**config.mk**
```make
export PLATFORM = sky130hd
export DESIGN_NAME = vram_host_reader
export DESIGN_NICKNAME = d
export VERILOG_FILES = /design/src/rtl/icevga_pkg.sv /design/src/rtl/strobe_sync.sv /design/src/rtl/vram_host_reader.sv
export SDC_FILE = /design/constraint.sdc
export NUM_CORES = 1
export LEC_CHECK = 0
export ABC_CLOCK_PERIOD_IN_PS = 2000
export BUFFER_PORTS_ARGS = -buffer_cell sky130_fd_sc_hd__buf_2
export CAP_MARGIN = 20
export CORE_UTILIZATION = 45
export CTS_CLUSTER_DIAMETER = 50
export DETAILED_ROUTE_END_ITERATION = 6
export PLACE_DENSITY = 0.86
export SLEW_MARGIN = 30
export SYNTH_ARGS = -nofsm -noshare
export SYNTH_HDL_FRONTEND = slang
export SYNTH_HIERARCHICAL = 1
export SYNTH_SLANG_ARGS = --single-unit
```
**constraint.sdc**
```tcl
create_clock -name clk -period 2 [get_ports clk]
set_clock_uncertainty 0.15 [all_clocks]
set_input_delay 0.2 -clock clk [delete_from_list [all_inputs] [get_ports clk]]
set_output_delay 0.2 -clock clk [all_outputs]
set_load 0.03 [all_outputs]
```
**src/rtl/icevga_pkg.sv**
```systemverilog
// Shared definitions for the icevga host-side VRAM access path.
package icevga_pkg;

   typedef enum logic [2:0] {
      IDLE      = 3'd0,
      WAIT_SLOT = 3'd1,
      ISSUE     = 3'd2,
      CAPTURE   = 3'd3,
      DRIVE     = 3'd4,
      TURN      = 3'd5
   } rd_state_t;

   localparam logic [2:0] RD_SLOT_DEFAULT = 3'd7;
   localparam int         VRAM_AW         = 13;

endpackage

```
**src/rtl/strobe_sync.sv**
```systemverilog
// Multi-stage synchronizer for an active-low asynchronous strobe, with a
// registered rising-edge pulse on the synchronized (active-high) request.
module strobe_sync #(
   parameter int SYNC_STAGES = 2
) (
   input  logic clk,
   input  logic rst,
   input  logic strobe_n,
   output logic level,
   output logic rise
);

   logic [SYNC_STAGES-1:0] sync_q;
   logic                   level_q;

   assign level = ~sync_q[SYNC_STAGES-1];

   always_ff @(posedge clk) begin
      if (rst) begin
         sync_q  <= '1;
         level_q <= 1'b0;
         rise    <= 1'b0;
      end else begin
         sync_q[0] <= strobe_n;
         for (int i = 1; i < SYNC_STAGES; i++) begin
            sync_q[i] <= sync_q[i-1];
         end
         level_q <= level;
         rise    <= level & ~level_q;
      end
   end

endmodule

```
**src/rtl/vram_host_reader.sv**
```systemverilog
// Host read path into VRAM: borrows the display read port in a free readout
// slot, captures the byte and drives it onto the host bus until the strobe ends.
module vram_host_reader
   import icevga_pkg::*;
#(
   parameter logic [2:0] RD_SLOT     = icevga_pkg::RD_SLOT_DEFAULT,
   parameter int         SYNC_STAGES = 2
) (
   input  logic               clk,
   input  logic               rst,
   input  logic [10:0]        hostBusAddr,
   input  logic [1:0]         bankReg,
   input  logic               nHostRMEM,
   input  logic               nHostVRAMEn,
   input  logic [2:0]         readoutCount,
   input  logic               active,
   input  logic [7:0]         readoutData,
   output logic               vramRdSel,
   output logic [VRAM_AW-1:0] vramRdAddr,
   output logic [7:0]         hostRdData,
   output logic               hostDataOE,
   output logic               hostBusDir
);

   // readoutCount advances once per clk, so the decision is taken one phase
   // early to put the ISSUE cycle exactly on RD_SLOT.
   localparam logic [2:0] PRE_SLOT = RD_SLOT - 3'd1;

   rd_state_t state;
   logic      req_level;
   logic      req_rise;

   // Both strobes are OR-ed before the synchronizer so one chain sees the
   // combined request and there is no skew between two separate chains.
   strobe_sync #(
      .SYNC_STAGES(SYNC_STAGES)
   ) u_req_sync (
      .clk     (clk),
      .rst     (rst),
      .strobe_n(nHostRMEM | nHostVRAMEn),
      .level   (req_level),
      .rise    (req_rise)
   );

   always_ff @(posedge clk) begin
      if (rst) begin
         state      <= IDLE;
         vramRdSel  <= 1'b0;
         vramRdAddr <= '0;
         hostRdData <= '0;
         hostDataOE <= 1'b0;
         hostBusDir <= 1'b1;
      end else begin
         case (state)
            IDLE: begin
               if (req_rise) begin
                  vramRdAddr <= {bankReg, hostBusAddr};
                  state      <= WAIT_SLOT;
               end
            end
            WAIT_SLOT: begin
               if (!req_level) begin
                  state <= IDLE;
               end else if (!active || (readoutCount == PRE_SLOT)) begin
                  vramRdSel <= 1'b1;
                  state     <= ISSUE;
               end
            end
            ISSUE: begin
               vramRdSel <= 1'b0;
               state     <= req_level ? CAPTURE : IDLE;
            end
            CAPTURE: begin
               hostRdData <= readoutData;
               if (req_level) begin
                  hostBusDir <= 1'b0;
                  state      <= DRIVE;
               end else begin
                  state <= IDLE;
               end
            end
            DRIVE: begin
               if (req_level) begin
                  hostDataOE <= 1'b1;
               end else begin
                  // Release the bus one cycle before turning the transceiver.
                  hostDataOE <= 1'b0;
                  state      <= TURN;
               end
            end
            TURN: begin
               hostBusDir <= 1'b1;
               state      <= IDLE;
            end
            default: begin
               vramRdSel  <= 1'b0;
               hostDataOE <= 1'b0;
               hostBusDir <= 1'b1;
               state      <= IDLE;
            end
         endcase
      end
   end

endmodule

```
==> results.cfg, run 1 <==
[cts]
cts_htree_levels = 2
clock_path_buffers = 2
cts_resized = 0
cts-buffers-inserted = 5
cts_setup_buffers = 0
clk_pin_slew_ps = 90
cts.sink_count = 31
clkLatencyLatePin_ps = 330
cts_tree = built
root_buffer = clkbuf_4

[synthesis]
ys_warn_count = 6
ys_ff_latch = 31
synthDistinctLibCells = 27
synthCells = 130
syn-cell-area_sq_um = 1180
syn_area_per_cell_sq_um = 9.06
synthesis.nets = 159
ys_seq_area_share_pct = 52.7

[routing]
vias = 1131
drt_iter0_drc = 18
wl_per_cell_um = 11.4
drc = 0
via_per_inst = 4.83
drt_wl_total_mm = 2.67
ant_nets = 0
dr.pass1.iters = 4

[setup_path]
crit_top_cell = dlygate4sd3_1
required_ps = 2070
worstPathArrival_ps = 1870
cpMaxStageDelayCell = dlygate4sd3_1
critPathLaunchType = input pin
max_stage_delay_ps = 540
cp_max_fo = 1
critical_path_class = in2reg
path_cells = dlygate4sd3_1, buf_2, or2_2, dlygate4sd3_1, or2_1
critPathCaptureType = flop

[placed_design]
dpl.hpwl_mm = 1.70
place_ws_ps = 329
gp_congestion = 0.671
portBuffers = 52

[timing]
hold_viol = 0
relSlewSlack_pct = 56.0
rsz0062_at_grt = false
fmax_mhz = 556
finalCriticalPeriod_ps = 1800
timing.final.crit_share_pct = 90.0
tns_ps = 0
setup_viol = 0
maxSlewViolCount = 0
worst_pin_slew_ps = 658
worst_slack_ps = 201

[run]
cap_viol_max_count = 0

[floorplan]
initial_core_util_pct = 47.5
die-area_sq_um = 2820
core_sq_um = 2480
dieWidth_um = 53.2
die_h_um = 53.2
fp-row-count = 18
boundaryPins = 53

[pwr]
ir_drop_v = 0.000640
total_power_mw = 1.23
cellPowerDensity_nw_per_um2 = 707
leakagePower_nw = 0.824

[global_route]
grt_pass1_wl_mm = 4.11
grt_max_degree = 31
grt_remaining_overflow = 0
grt_pass1_vias = 1058
antenna_found_initial = 0
grtUsageTotal_pct = 20.9

[final_layout]
insertedDiodeCount = 0
fill_cells = 193
drive_gt1_share_pct = 30.9
nNetsFinal = 232
area_growth_pct = 47.6

[worst_hold_path]
holdCritPathClass = in2reg

[status]
status = finished clean
[stage by stage]
| step | cell area (sq um) | hold slack [ps] | utilization, % | std cells |
|---|---|---|---|---|
| 2_1_floorplan | 1180 | 117 | - | 130 |
| 3_3_place_gp | 1420 | 223 | 57.4 | 203 |
| 3_5_place_dp | 1420 | 236 | 57.4 | 203 |
| 4_1_cts | 1740 | 104 | 70.2 | 234 |
| 5_1_grt | 1740 | 164 | 70.2 | 234 |
| 6_report | 1740 | 118 | 70.2 | 234 |
[repair_timing]
| action | in CTS | in global routing |
|---|---|---|
| endpoints found under the hold margin | 22 | 0 |
| hold buffers | 23 | 0 |
| setup endpoints to repair | 0 | 0 |
[cell usage in the layout (no fill, tap or decap), drive strengths merged]
cell type,n
nor3,1
nand4b,1
and2b,1
a32o,1
clkbuf,6
o32ai,1
or4b,1
nand2,30
a21oi,15
dfxtp,31
clkinv,1
nor3b,1
or2,3
o21ai,4
nor2,10
o21a,1
buf,52
mux2i,9
nor4b,1
o31ai,1
and2,1
dlygate4sd3,23
inv,4
nor2b,1
nand3,1
a22o,1
bufinv,1
nand3b,1
[critical path, delay by kind of cell]
| kind | cells | cell delay [ps] |
|---|---|---|
| buffers and inverters | 3 | 1180 |
| and+or+nand+nor | 2 | 470 |
[state kept, by name, summed over array words and instances (netlist names)]
name / count
vramRdAddr: 13
vramRdSel: 1
hostBusDir: 1
u_req_sync/rise: 1
u_req_sync/level_q: 1
u_req_sync/sync_q: 2
hostDataOE: 1
hostRdData: 8
state: 3
[synthesized netlist by cell type]
| cell type | instances | area share [%] |
|---|---|---|
| clkbuf_1 | 3 | 0.96 |
| and2b_1 | 1 | 0.64 |
| a32o_1 | 1 | 0.85 |
| and2_1 | 1 | 0.53 |
| dfxtp_1 | 31 | 53 |
| o31ai_1 | 1 | 0.64 |
| mux2i_1 | 9 | 7.7 |
| a22o_1 | 1 | 0.74 |
| o21ai_0 | 4 | 1.7 |
| inv_1 | 4 | 1.3 |
| nand4b_1 | 1 | 0.74 |
| buf_2 | 4 | 1.7 |
| nor2b_1 | 1 | 0.53 |
| a21oi_1 | 15 | 6.4 |
| nor3_1 | 1 | 0.42 |
| or2_2 | 1 | 0.53 |
| nor4b_4 | 1 | 2.0 |
| o32ai_1 | 1 | 0.74 |
| or4b_4 | 1 | 1.2 |
| nand3b_1 | 1 | 0.64 |
| nand3_1 | 1 | 0.42 |
| or2_1 | 2 | 1.1 |
| buf_6 | 2 | 1.9 |
| o21a_1 | 1 | 0.64 |
| nor3b_1 | 1 | 0.64 |
| nor2_1 | 10 | 3.2 |
| nand2_1 | 30 | 9.6 |
[routing by layer]
layer	GRT usage (%)	share of wire (%)
met5	0	0
met4	9.21	1.6
met3	8.33	7.3
met2	39.9	50
met1	19.1	41
[cell families (layout without fill, tap and decap cells)]
family,after synthesis,in the layout,share of synthesized area [%]
AO/OA/AOI/OAI,24,24,11.7
buffers and inverters,13,87,5.84
multiplexers,9,9,7.65
AND/OR/NAND/NOR,53,53,22.1
flip-flops,31,31,52.7
[power breakdown]
| group | internal [mW] | total [mW] | switching (mW) |
|---|---|---|---|
| registers | 0.622 | 0.626 | 0.00324 |
| clock network | 0.295 | 0.508 | 0.213 |
| logic | 0.0573 | 0.0944 | 0.0371 |
| total | 0.975 | 1.23 | 0.253 |
[area by class of cell]
type	count	area [sq um]	share of cell area [%]
sequential	31	621	35.7
timing repair buffer	75	490	28.2
multi-input combinational	86	488	28.1
clock buffer	6	51.3	2.95
tap	30	37.5	2.16
clock inverter	2	35.0	2.02
inverter	4	15.0	0.864
[final timing paths]
kind | startpoint | endpoint | slack, ps | cells after the start
setup / recovery | nHostRMEM | u_req_sync/sync_q[0] | 200 | 5
hold / removal | active | state[0] | 120 | 3
setup reg to reg | state[1] | hostRdData[3] | 360 | 3
hold reg to reg | u_req_sync/level_q | u_req_sync/rise | 260 | 1
Power figures use the tool's default switching activity.
==> run 2, diff against run 1 <==
Settings changed: CORE_MARGIN set to 8.
==> results.cfg, run 2 (synthesized netlist as in run 1, its figures left out) <==
[placed_design]
place_ws_ps = 392
dpl.hpwl_mm = 2.05
gp_congestion = 0.794
portBuffers = 52

[cts]
cts_resized = 0
clock_path_buffers = 2
cts_htree_levels = 2
cts_setup_buffers = 0
hold_buffers = 23
clkLatencyLatePin_ps = 320
cts-buffers-inserted = 5
cts.sink_count = 31
root_buffer = clkbuf_4
cts_tree = built
clk_pin_slew_ps = 90

[setup_path]
critical_path_class = in2reg
crit_top_cell = dlygate4sd3_1
worstPathArrival_ps = 1860
cp_max_fo = 1
path_cells = dlygate4sd3_1, buf_2, or2_2, dlygate4sd3_1, or2_1
critPathCaptureType = flop
required_ps = 2070
max_stage_delay_ps = 550
critPathLaunchType = input pin
ff2ff_setup_slack_ps = 340
r2r-end = vramRdAddr[4]
reg2reg_from = state[2]
cpMaxStageDelayCell = dlygate4sd3_1
rr_worst_depth = 3

[final_layout]
layout_commonest_cell = buf_2
area_growth_pct = 46.3
final_cell_mix = 52 x buf_2, 31 x dfxtp_1, 30 x nand2_1
largest_reg_flops = 13
seq_area_sq_um = 621
top_regs = vramRdAddr (13), hostRdData (8), state (3)
largest-register = vramRdAddr
nNetsFinal = 232
drive_gt1_share_pct = 30.0
multi_input_area_sq_um = 488
fill_cells = 195
insertedDiodeCount = 0

[global_route]
grt_pass1_wl_mm = 5.26
antenna_found_initial = 0
grt_pass1_vias = 1215
grtUsageTotal_pct = 15.4
grt_max_degree = 31
grt_remaining_overflow = 0

[pwr]
ir_drop_v = 0.000682
cellPowerDensity_nw_per_um2 = 682
leakagePower_nw = 0.814

[routing]
drt_iter0_drc = 38
dr.pass1.iters = 4
drt_wl_total_mm = 3.24
ant_nets = 0
drc = 0
vias = 1132
wl_per_cell_um = 13.9
via_per_inst = 4.86

[timing]
hold_viol = 0
relSlewSlack_pct = 55.3
rsz0062_at_grt = false
worst_slack_ps = 210
fmax_mhz = 559
timing.final.crit_share_pct = 89.5
tns_ps = 0
finalCriticalPeriod_ps = 1790
worst_pin_slew_ps = 667
setup_viol = 0
maxSlewViolCount = 0

[floorplan]
dieWidth_um = 67.2
boundaryPins = 53
die-area_sq_um = 4510
initial_core_util_pct = 47.5
core_sq_um = 2480
die_h_um = 67.2
fp-row-count = 18

[worst_hold_path]
min_to = state[0]
holdCritPathClass = in2reg
hold_depth = 3
hp-start = active

[status]
status = finished clean

[run]
cap_viol_max_count = 0
run 2: cell count changes in the layout (fill, tap and decap cells not counted):
cell	before	now
clkbuf_1	0	1
clkbuf_8	1	0
clkinv_2	1	0
run 2: power breakdown:
part | total, mW | switching, mW | internal [mW] | leakage (nW)
Combinational | 0.0959 | 0.0385 | 0.0574 | 0.526
Sequential | 0.625 | 0.00319 | 0.622 | 0.250
Clock | 0.454 | 0.196 | 0.258 | 0.0383
run 2: how the worst max path moves through the flow:
stage | from | end | cells after the start
after floorplan | state[0] | vramRdAddr[2] | 5
after global placement | state[2] | vramRdAddr[6] | 3
after detailed placement | state[1] | hostRdData[4] | 3
after CTS | nHostRMEM | u_req_sync/sync_q[0] | 5
after global routing | nHostRMEM | u_req_sync/sync_q[0] | 5
final | nHostRMEM | u_req_sync/sync_q[0] | 5
run 2: per-layer routing:
metal  wire, um  GRT usage (%)
met1       1230           13.8
met2       1550           27.5
met3        390           9.27
met4         73           6.27
met5          0              0
run 2: final cells by class:
class	instances	area share [%]
clock buffer	6	2.40
clock inverter	1	1.74
inverter	4	0.871
multi-input combinational	86	28.3
sequential	31	36.0
tap	30	2.18
timing repair buffer	75	28.5
run 2: worst max-delay path, delay by kind of cell:
family,cells,cell delay (ps)
buffers and inverters,3,1190
and+or+nand+nor,2,470
run 2: through the flow:
stage          instances  cell area (sq um)  power, mW  hold WS [ps]  utilization [%]
6_report             233               1720       1.17           100             69.5
5_1_grt              233               1720       1.24          98.6             69.5
4_1_cts              233               1720       1.19          82.3             69.5
3_5_place_dp         203               1420      0.700           226             57.4
3_3_place_gp         203               1420      0.697           222             57.4
2_1_floorplan        130               1180      0.667           117                -
==> run 3, diff against run 2 <==
Settings changed: ABC_CLOCK_PERIOD_IN_PS 2000 to 1900.
Clock period 2 ns to 1.9 ns, I/O delays scaled along.
==> results.cfg, run 3 (synthesized netlist as in run 1, its figures left out) <==
[final_layout]
top_regs = vramRdAddr (13), hostRdData (8), state (3)
largest_reg_flops = 13
area_growth_pct = 48.2
nNetsFinal = 233
final_cell_mix = 52 x buf_2, 31 x dfxtp_1, 30 x nand2_1
insertedDiodeCount = 0
layout_commonest_cell = buf_2
multi_input_area_sq_um = 488
largest-register = vramRdAddr
drive_gt1_share_pct = 31.2
seq_area_sq_um = 621
fill_cells = 185

[placed_design]
dpl.hpwl_mm = 2.04
portBuffers = 52
gp_congestion = 0.727

[global_route]
grt_pass1_vias = 1239
grt_max_degree = 31
grtUsageTotal_pct = 14.7
antenna_found_initial = 0
grt_remaining_overflow = 0
grt_pass1_wl_mm = 5.13

[floorplan]
die_h_um = 67.2
die-area_sq_um = 4510
boundaryPins = 53
initial_core_util_pct = 47.5
fp-row-count = 18
dieWidth_um = 67.2
core_sq_um = 2480

[setup_path]
worstPathArrival_ps = 1850
crit_end = u_req_sync/sync_q[0]
critPathCaptureType = flop
required_ps = 1970
ff2ff_setup_slack_ps = 220
critPathLaunchType = input pin
r2r-end = hostRdData[6]
rr_worst_depth = 3
reg2reg_from = state[1]
startpoint = nHostRMEM
cp_max_fo = 1
critical_path_class = in2reg

[timing]
tns_ps = 0
hold_viol = 0
hold_ws_ps = 84.7
maxSlewViolCount = 0
setup_viol = 0
fmax_mhz = 563
rsz0062_at_grt = false
timing.final.crit_share_pct = 93.5
worst_pin_slew_ps = 508
relSlewSlack_pct = 66.0
finalCriticalPeriod_ps = 1780

[cts]
root_buffer = clkbuf_4
clk_pin_slew_ps = 90
clock_path_buffers = 2
cts_htree_levels = 2
clkLatencyLatePin_ps = 330
cts_tree = built
cts-buffers-inserted = 5
cts.sink_count = 31

[pwr]
leakagePower_nw = 0.830
cellPowerDensity_nw_per_um2 = 738
ir_drop_v = 0.000603
total_power_mw = 1.29

[routing]
vias = 1140
drc = 0
wl_per_cell_um = 13.0
via_per_inst = 4.85
drt_iter0_drc = 55
ant_nets = 0
dr.pass1.iters = 4
drt_wl_total_mm = 3.06

[run]
cap_viol_max_count = 0

[worst_hold_path]
hold_depth = 3
holdCritPathClass = in2reg

[status]
status = finished clean
## run 3: cell count changes in the layout (fill, tap and decap cells not counted), sizes merged
cell | previous run | this run
buf | 52 | 53
clkinv | 0 | 1
## run 3: cell type report
class                   instances  area share [%]
clock buffers                   6            2.94
clock inverters                 2            2.01
inverters                       4           0.860
multi-input cells              86            28.0
flip-flops and latches         31            35.6
well taps                      30            2.15
repair buffers                 76            28.5
## run 3: metrics by stage
stage                     area (sq um)  util [%]  setup slack, ps  cells
after floorplan                   1180         -              418    130
after global placement            1430      57.7              374    204
after detailed placement          1430      57.7              278    204
after CTS                         1750      70.5              141    235
after global routing              1750      70.5              137    235
final                             1750      70.5              124    235
## run 3: how the worst min path moves through the flow
stage	startpoint	endpoint	slack, ps
after detailed placement	u_req_sync/level_q	u_req_sync/rise	230
final	active	state[0]	80
after global placement	u_req_sync/level_q	u_req_sync/rise	220
after CTS	active	state[0]	70
after floorplan	rst	u_req_sync/level_q	110
after global routing	active	state[0]	80
## run 3: what timing repair did
| item | in CTS | in global routing |
|---|---|---|
| setup endpoints to repair | 0 | 0 |
| resized for setup | 0 | 0 |
| endpoints found under the hold margin | 22 | 0 |
| hold buffers | 23 | 0 |
| setup buffers | 0 | 0 |
## run 3: critical path, stage by stage
cell and delay [ps]:
dlygate4sd3_1 530, buf_2 110, or2_2 250, dlygate4sd3_1 540
or2_1 220
## run 3: where the power goes
| group | switching [mW] | leakage, nW | internal (mW) |
|---|---|---|---|
| combinational | 0.0398 | 0.531 | 0.0608 |
| clock | 0.218 | 0.0482 | 0.311 |
| sequential | 0.00327 | 0.250 | 0.655 |
| total | 0.261 | 0.830 | 1.03 |
## run 3: layer usage
metal,global-route usage [%],vias to the layer above,share of wire (%)
met5,0,-,0
met4,6.53,0,1.7
met3,7.78,7,11
met2,25.8,51,46
met1,14.1,506,41
li1,-,576,-
